<file path="src/rtl/wr_port_arbiter.sv">
// Write-port arbiter sharing one async-FIFO write port among NUM_REQ requesters in bursts.
// Define WR_ARB_FIXED_PRIO_EN for fixed lowest-index-wins priority instead of round-robin.
module wr_port_arbiter #(
    parameter int NUM_REQ    = 4,
    parameter int DATA_WIDTH = 8,
    parameter int MAX_BURST  = 4
) (
    input  logic                          wclk,
    input  logic                          wrst,
    input  logic [NUM_REQ-1:0]            req_valid,
    input  logic [NUM_REQ*DATA_WIDTH-1:0] req_data,
    input  logic [NUM_REQ-1:0]            req_last,
    output logic [NUM_REQ-1:0]            req_ready,
    input  logic                          wfull,
    output logic                          winc,
    output logic [DATA_WIDTH-1:0]         wdata,
    output logic [NUM_REQ-1:0]            grant,
    output logic                          busy
);
    localparam int IDX_W = $clog2(NUM_REQ);
    localparam int CNT_W = $clog2(MAX_BURST) + 1;
    localparam logic [IDX_W:0]   NUM_REQ_W = (IDX_W+1)'(NUM_REQ);
    localparam logic [CNT_W-1:0] LAST_BEAT = CNT_W'(MAX_BURST - 1);

    typedef enum logic {IDLE, XFER} state_t;

    state_t             state_q, state_d;
    logic [NUM_REQ-1:0] grant_q, grant_d;
    logic [IDX_W-1:0]   owner_q, owner_d;
    logic [CNT_W-1:0]   beatCnt_q, beatCnt_d;
    logic [IDX_W-1:0]   searchStart;
    logic [IDX_W-1:0]   candIdx;
    logic [IDX_W-1:0]   winIdx;
    logic               found;
    logic               accept;
    logic               burstEnd;

    function automatic logic [IDX_W-1:0] wrapIdx(input logic [IDX_W:0] sum);
        if (sum >= NUM_REQ_W) begin
            return IDX_W'(sum - NUM_REQ_W);
        end
        return sum[IDX_W-1:0];
    endfunction

`ifdef WR_ARB_FIXED_PRIO_EN
    assign searchStart = '0;
`else
    logic [IDX_W-1:0] rrPtr_q, rrPtr_d;

    assign searchStart = rrPtr_q;

    always_ff @(posedge wclk or posedge wrst) begin
        if (wrst) begin
            rrPtr_q <= '0;
        end else begin
            rrPtr_q <= rrPtr_d;
        end
    end

    always_comb begin
        rrPtr_d = rrPtr_q;
        if (state_q == IDLE && found) begin
            rrPtr_d = wrapIdx({1'b0, winIdx} + (IDX_W+1)'(1));
        end
    end
`endif

    // First valid requester at or after searchStart, wrapping around.
    always_comb begin
        found   = 1'b0;
        winIdx  = '0;
        candIdx = '0;
        for (int k = 0; k < NUM_REQ; k++) begin
            candIdx = wrapIdx({1'b0, searchStart} + (IDX_W+1)'(k));
            if (!found && req_valid[candIdx]) begin
                found  = 1'b1;
                winIdx = candIdx;
            end
        end
    end

    assign accept   = (state_q == XFER) && req_valid[owner_q] && !wfull;
    assign burstEnd = req_last[owner_q] || (beatCnt_q == LAST_BEAT);

    always_ff @(posedge wclk or posedge wrst) begin
        if (wrst) begin
            state_q   <= IDLE;
            grant_q   <= '0;
            owner_q   <= '0;
            beatCnt_q <= '0;
        end else begin
            state_q   <= state_d;
            grant_q   <= grant_d;
            owner_q   <= owner_d;
            beatCnt_q <= beatCnt_d;
        end
    end

    always_comb begin
        state_d   = state_q;
        grant_d   = grant_q;
        owner_d   = owner_q;
        beatCnt_d = beatCnt_q;
        case (state_q)
            IDLE: begin
                if (found) begin
                    state_d   = XFER;
                    grant_d   = NUM_REQ'(1) << winIdx;
                    owner_d   = winIdx;
                    beatCnt_d = '0;
                end
            end
            XFER: begin
                // The lock is held while the owner idles; only an accepted beat can end it.
                if (accept) begin
                    beatCnt_d = beatCnt_q + CNT_W'(1);
                    if (burstEnd) begin
                        state_d = IDLE;
                        grant_d = '0;
                    end
                end
            end
            default: state_d = IDLE;
        endcase
    end

    always_comb begin
        winc      = 1'b0;
        wdata     = '0;
        req_ready = '0;
        if (state_q == XFER) begin
            winc               = accept;
            wdata              = req_data[owner_q*DATA_WIDTH +: DATA_WIDTH];
            req_ready[owner_q] = !wfull;
        end
    end

    assign grant = grant_q;
    assign busy  = (state_q == XFER);

endmodule

</file>
<file path="config.mk">
export PLATFORM = sky130hd
export DESIGN_NAME = wr_port_arbiter
export DESIGN_NICKNAME = d
export VERILOG_FILES = /design/src/rtl/wr_port_arbiter.sv
export SDC_FILE = /design/constraint.sdc
export NUM_CORES = 1
export LEC_CHECK = 0
export ABC_AREA = 1
export BUFFER_PORTS_ARGS = -buffer_cell sky130_fd_sc_hd__buf_2
export CAP_MARGIN = 0
export CELL_PAD_IN_SITES_DETAIL_PLACEMENT = 0
export CELL_PAD_IN_SITES_GLOBAL_PLACEMENT = 2
export CORE_MARGIN = 4
export CORE_UTILIZATION = 22
export DETAILED_ROUTE_END_ITERATION = 7
export PLACE_DENSITY_LB_ADDON = 0.1
export SLEW_MARGIN = 5
export SYNTH_ARGS = -nofsm -noshare
export SYNTH_HDL_FRONTEND = slang
export SYNTH_SLANG_ARGS = --single-unit
</file>
<file path="constraint.sdc">
create_clock -name wclk -period 2.4 [get_ports wclk]
set_clock_uncertainty 0.05 [all_clocks]
set_input_delay 0.12 -clock wclk [delete_from_list [all_inputs] [get_ports wclk]]
set_output_delay 0.12 -clock wclk [all_outputs]
set_load 0.03 [all_outputs]
</file>
==> flow_metrics.env <==
export IMPL_cap_violations=0
export IMPL_slowest_delay_ps=550
export IMPL_core_sq_um=5200
export IMPL_synth_distinct_cells=25
export IMPL_slew_headroom=0.690
export IMPL_cts_buffers=3
export IMPL_row_count=26
export IMPL_cp_data_required_time_ps=2470
export IMPL_area_delta_synth_final_pct=34.7
export IMPL_yosysTopAreaCell="dfrtp_1"
export IMPL_layout_min_cycle_time_ps=2130
export IMPL_post_cts_setup_buffer_count=0
export IMPL_cts_tree="yes"
export IMPL_drive_above_1_share=0.351
export IMPL_dr_pass1_iters=4
export IMPL_totalWireLength_microns=3760
export IMPL_drt_initial_drc_count=54
export IMPL_ant_nets=0
export IMPL_start_util=0.231
export IMPL_synth_avg_cell_area_sq_um=6.49
export IMPL_cts_sinks=12
export IMPL_ys_seq_elements=12
export IMPL_synth_most_common_cell="nand2_1"
export IMPL_crit_path_top_delay_cell="dfrtp_1"
export IMPL_gp_congestion=0.761
export IMPL_setup_viol=0
export IMPL_crit_buf_inv=2
export IMPL_pwr_share_seq=0.181
export IMPL_insertion_delay_ps=230
export IMPL_antenna_found_initial=0
export IMPL_ys_flop_type="dfrtp_1"
export IMPL_layout_nets=296
export IMPL_seq_area_frac_synth=0.250
export IMPL_grt_max_degree=18
export IMPL_synth_nets=234
export IMPL_hold_class="input pin to flip-flop"
export IMPL_intPower_mw=0.913
export IMPL_hold_violations=0
export IMPL_synthCells=185
export IMPL_p_sw_mw=1.30
export IMPL_root_buffer="clkbuf_8"
export IMPL_htreeDepth=1
export IMPL_ir_drop_mv=0.376
export IMPL_startpoint_type="flip-flop"
export IMPL_syn_area_sq_um=1200
export IMPL_rsz0062_at_grt="no"
export IMPL_clock_power_share=0.079
export IMPL_vias=1402
export IMPL_die_area_sq_um=6710
export IMPL_swShare=0.588
export IMPL_port_buffers=60
export IMPL_die_w_microns=81.9
export IMPL_max_freq_mhz=470
export IMPL_min_period_over_period=0.886
export IMPL_diodes=0
export IMPL_grt_usage=0.113
export IMPL_p_leak_nw=0.894
export IMPL_worstSetupPathType="flip-flop to flip-flop"
export IMPL_synth_area_leaders="dfrtp_1 (25%), nand2_1 (17%), nand3_1 (13%)"
export IMPL_grt_overflow_total=0
export IMPL_fill_cells=619
export IMPL_wire_per_inst_microns=11.9
export IMPL_clkTransAtPathRegs_ps=50
export IMPL_worst_path_most_repeated_cell="nand2_1"
export IMPL_status="completed"
export IMPL_drc_errors=0
export IMPL_grt_pass1_vias=1339
export IMPL_worst_pin_slew_ps=464
export IMPL_worstPathArrival_ps=2190
export IMPL_hold_ws_ps=200
export IMPL_drv_slew=0
export IMPL_critPathTopFamily="simple AND/OR/NAND/NOR gates"
export IMPL_power_density_nw_per_um2=1370
export IMPL_pin_count=61
export IMPL_ys_async_sr_fraction=1.00
export IMPL_crit_chain="inv_1 > nand2_1 > nand2_1 > nand2_2 > nand2_2 > nor2_4 > nand3_1 > nand2_1 > nand2_1 > inv_1 > ha_1 > nand2_1 > o21ai_1"
export IMPL_via_per_inst=4.45
export IMPL_hpwlAfterDp_microns=3060
export IMPL_end_kind="flip-flop"
export IMPL_grt_first_pass_wirelength_microns=6040
export IMPL_yosysWarningCount=0
export IMPL_die_y_microns=81.9
export IMPL_synth_top_cell_area_share=0.250
export IMPL_comb_power_share=0.740
export IMPL_synthTopCellsByCount="nand2_1 (53), nand3_1 (30), inv_1 (18), dfrtp_1 (12), nor2_1 (10)"
export IMPL_fin_setup_tns_ps=0
export IMPL_synth_edf_count=0
export IMPL_clk_path_buf_depth=2
export IMPL_cp_max_fo=12
[sequential cells by signal, indices dropped and copies added (netlist names)]
signal / cells
grant: 4
beatCnt_q: 3
owner_q: 2
rrPtr_q: 2
busy: 1
[kinds of logic (layout without fill, tap and decap cells)]
logic type,Yosys count,in the layout,synth area share
flip-flops,12,12,0.250
adder cells (fa/ha/maj),6,6,0.0625
buffers and inverters,30,90,0.106
AND/OR/NAND/NOR,109,109,0.426
AO/OA/AOI/OAI,28,28,0.155
[worst register-to-register path, stage by stage (launching register included)]
cell and delay, ps:
dfrtp_1 550, inv_1 180, nand2_1 90, nand2_1 110, nand2_2 110, nand2_2 70, nor2_4 110, nand3_1 100
nand2_1 70, nand2_1 120, inv_1 110, ha_1 230, nand2_1 60, o21ai_1 50
[final cells by class]
| class | count | area (sq um) | share of cell area |
|---|---|---|---|
| flip-flops and latches | 12 | 300 | 0.186 |
| clock buffers | 3 | 41.3 | 0.0255 |
| well taps | 70 | 87.6 | 0.0541 |
| repair buffers | 63 | 325 | 0.201 |
| inverters | 24 | 90.1 | 0.0557 |
| multi-input cells | 143 | 773 | 0.478 |
[power groups by stage]
stage	registers, mW	clock network [mW]	logic (mW)
finish	0.402	0.174	1.64
CTS	0.406	0.183	1.67
floorplan	0.400	0	1.27
global placement	0.409	0	1.70
global route	0.420	0.194	1.87
detailed placement	0.407	0	1.67
[layout by cell type (no fill, tap or decap)]
cell / count
buf_4: 2
nand3_2: 3
nand2_4: 1
o22ai_1: 1
nor3_1: 1
nor2_4: 2
inv_1: 18
o21ai_2: 1
nand2_1: 53
nand3_1: 30
o21ai_4: 1
clkbuf_8: 3
dfrtp_1: 12
a21oi_1: 2
a31oi_1: 8
buf_2: 60
a22oi_1: 8
nor2_1: 10
o21ai_1: 4
inv_2: 6
nand4_1: 2
nand2_2: 7
ha_1: 6
dlygate4sd3_1: 1
o21ai_0: 3
[final timing paths]
check / depth (start not counted) / endpoint / from / slack (ps)
worst max register to register: 13 / rrPtr_q[1]$_DFFE_PP0P_ / rrPtr_q[0]$_DFFE_PP0P_ / 270
max in group asynchronous: 3 / beatCnt_q[2]$_DFFE_PP0P_ / wrst / 1580
worst max-delay path: 13 / rrPtr_q[1]$_DFFE_PP0P_ / rrPtr_q[0]$_DFFE_PP0P_ / 270
worst min register to register: 1 / beatCnt_q[0]$_DFFE_PP0P_ / beatCnt_q[0]$_DFFE_PP0P_ / 460
worst min-delay path: 4 / beatCnt_q[0]$_DFFE_PP0P_ / wfull / 200
min in group asynchronous: 3 / beatCnt_q[1]$_DFFE_PP0P_ / wrst / 400
[repair_timing]
action	CTS	global route
hold endpoints to repair	12	0
hold buffers	1	0
gates resized for setup	0	0
[metrics by stage]
step	util	instance area [sq um]	power [mW]	instances	setup slack, ps
final	0.311	1620	2.22	315	273
after detailed placement	0.301	1570	2.07	311	255
after CTS	0.311	1620	2.26	315	247
after floorplan	-	1200	1.67	185	504
after global routing	0.311	1620	2.48	315	7.48
after global placement	0.301	1570	2.11	311	266
[metal layers]
metal / vias to the layer above / global-route usage / routed length [microns]
li1: 735 / - / -
met5: - / 0 / 0
met4: 0 / 0.0249 / 18
met1: 620 / 0.140 / 1720
met3: 2 / 0.0175 / 301
met2: 45 / 0.204 / 1720
Power figures use the tool's default switching activity.
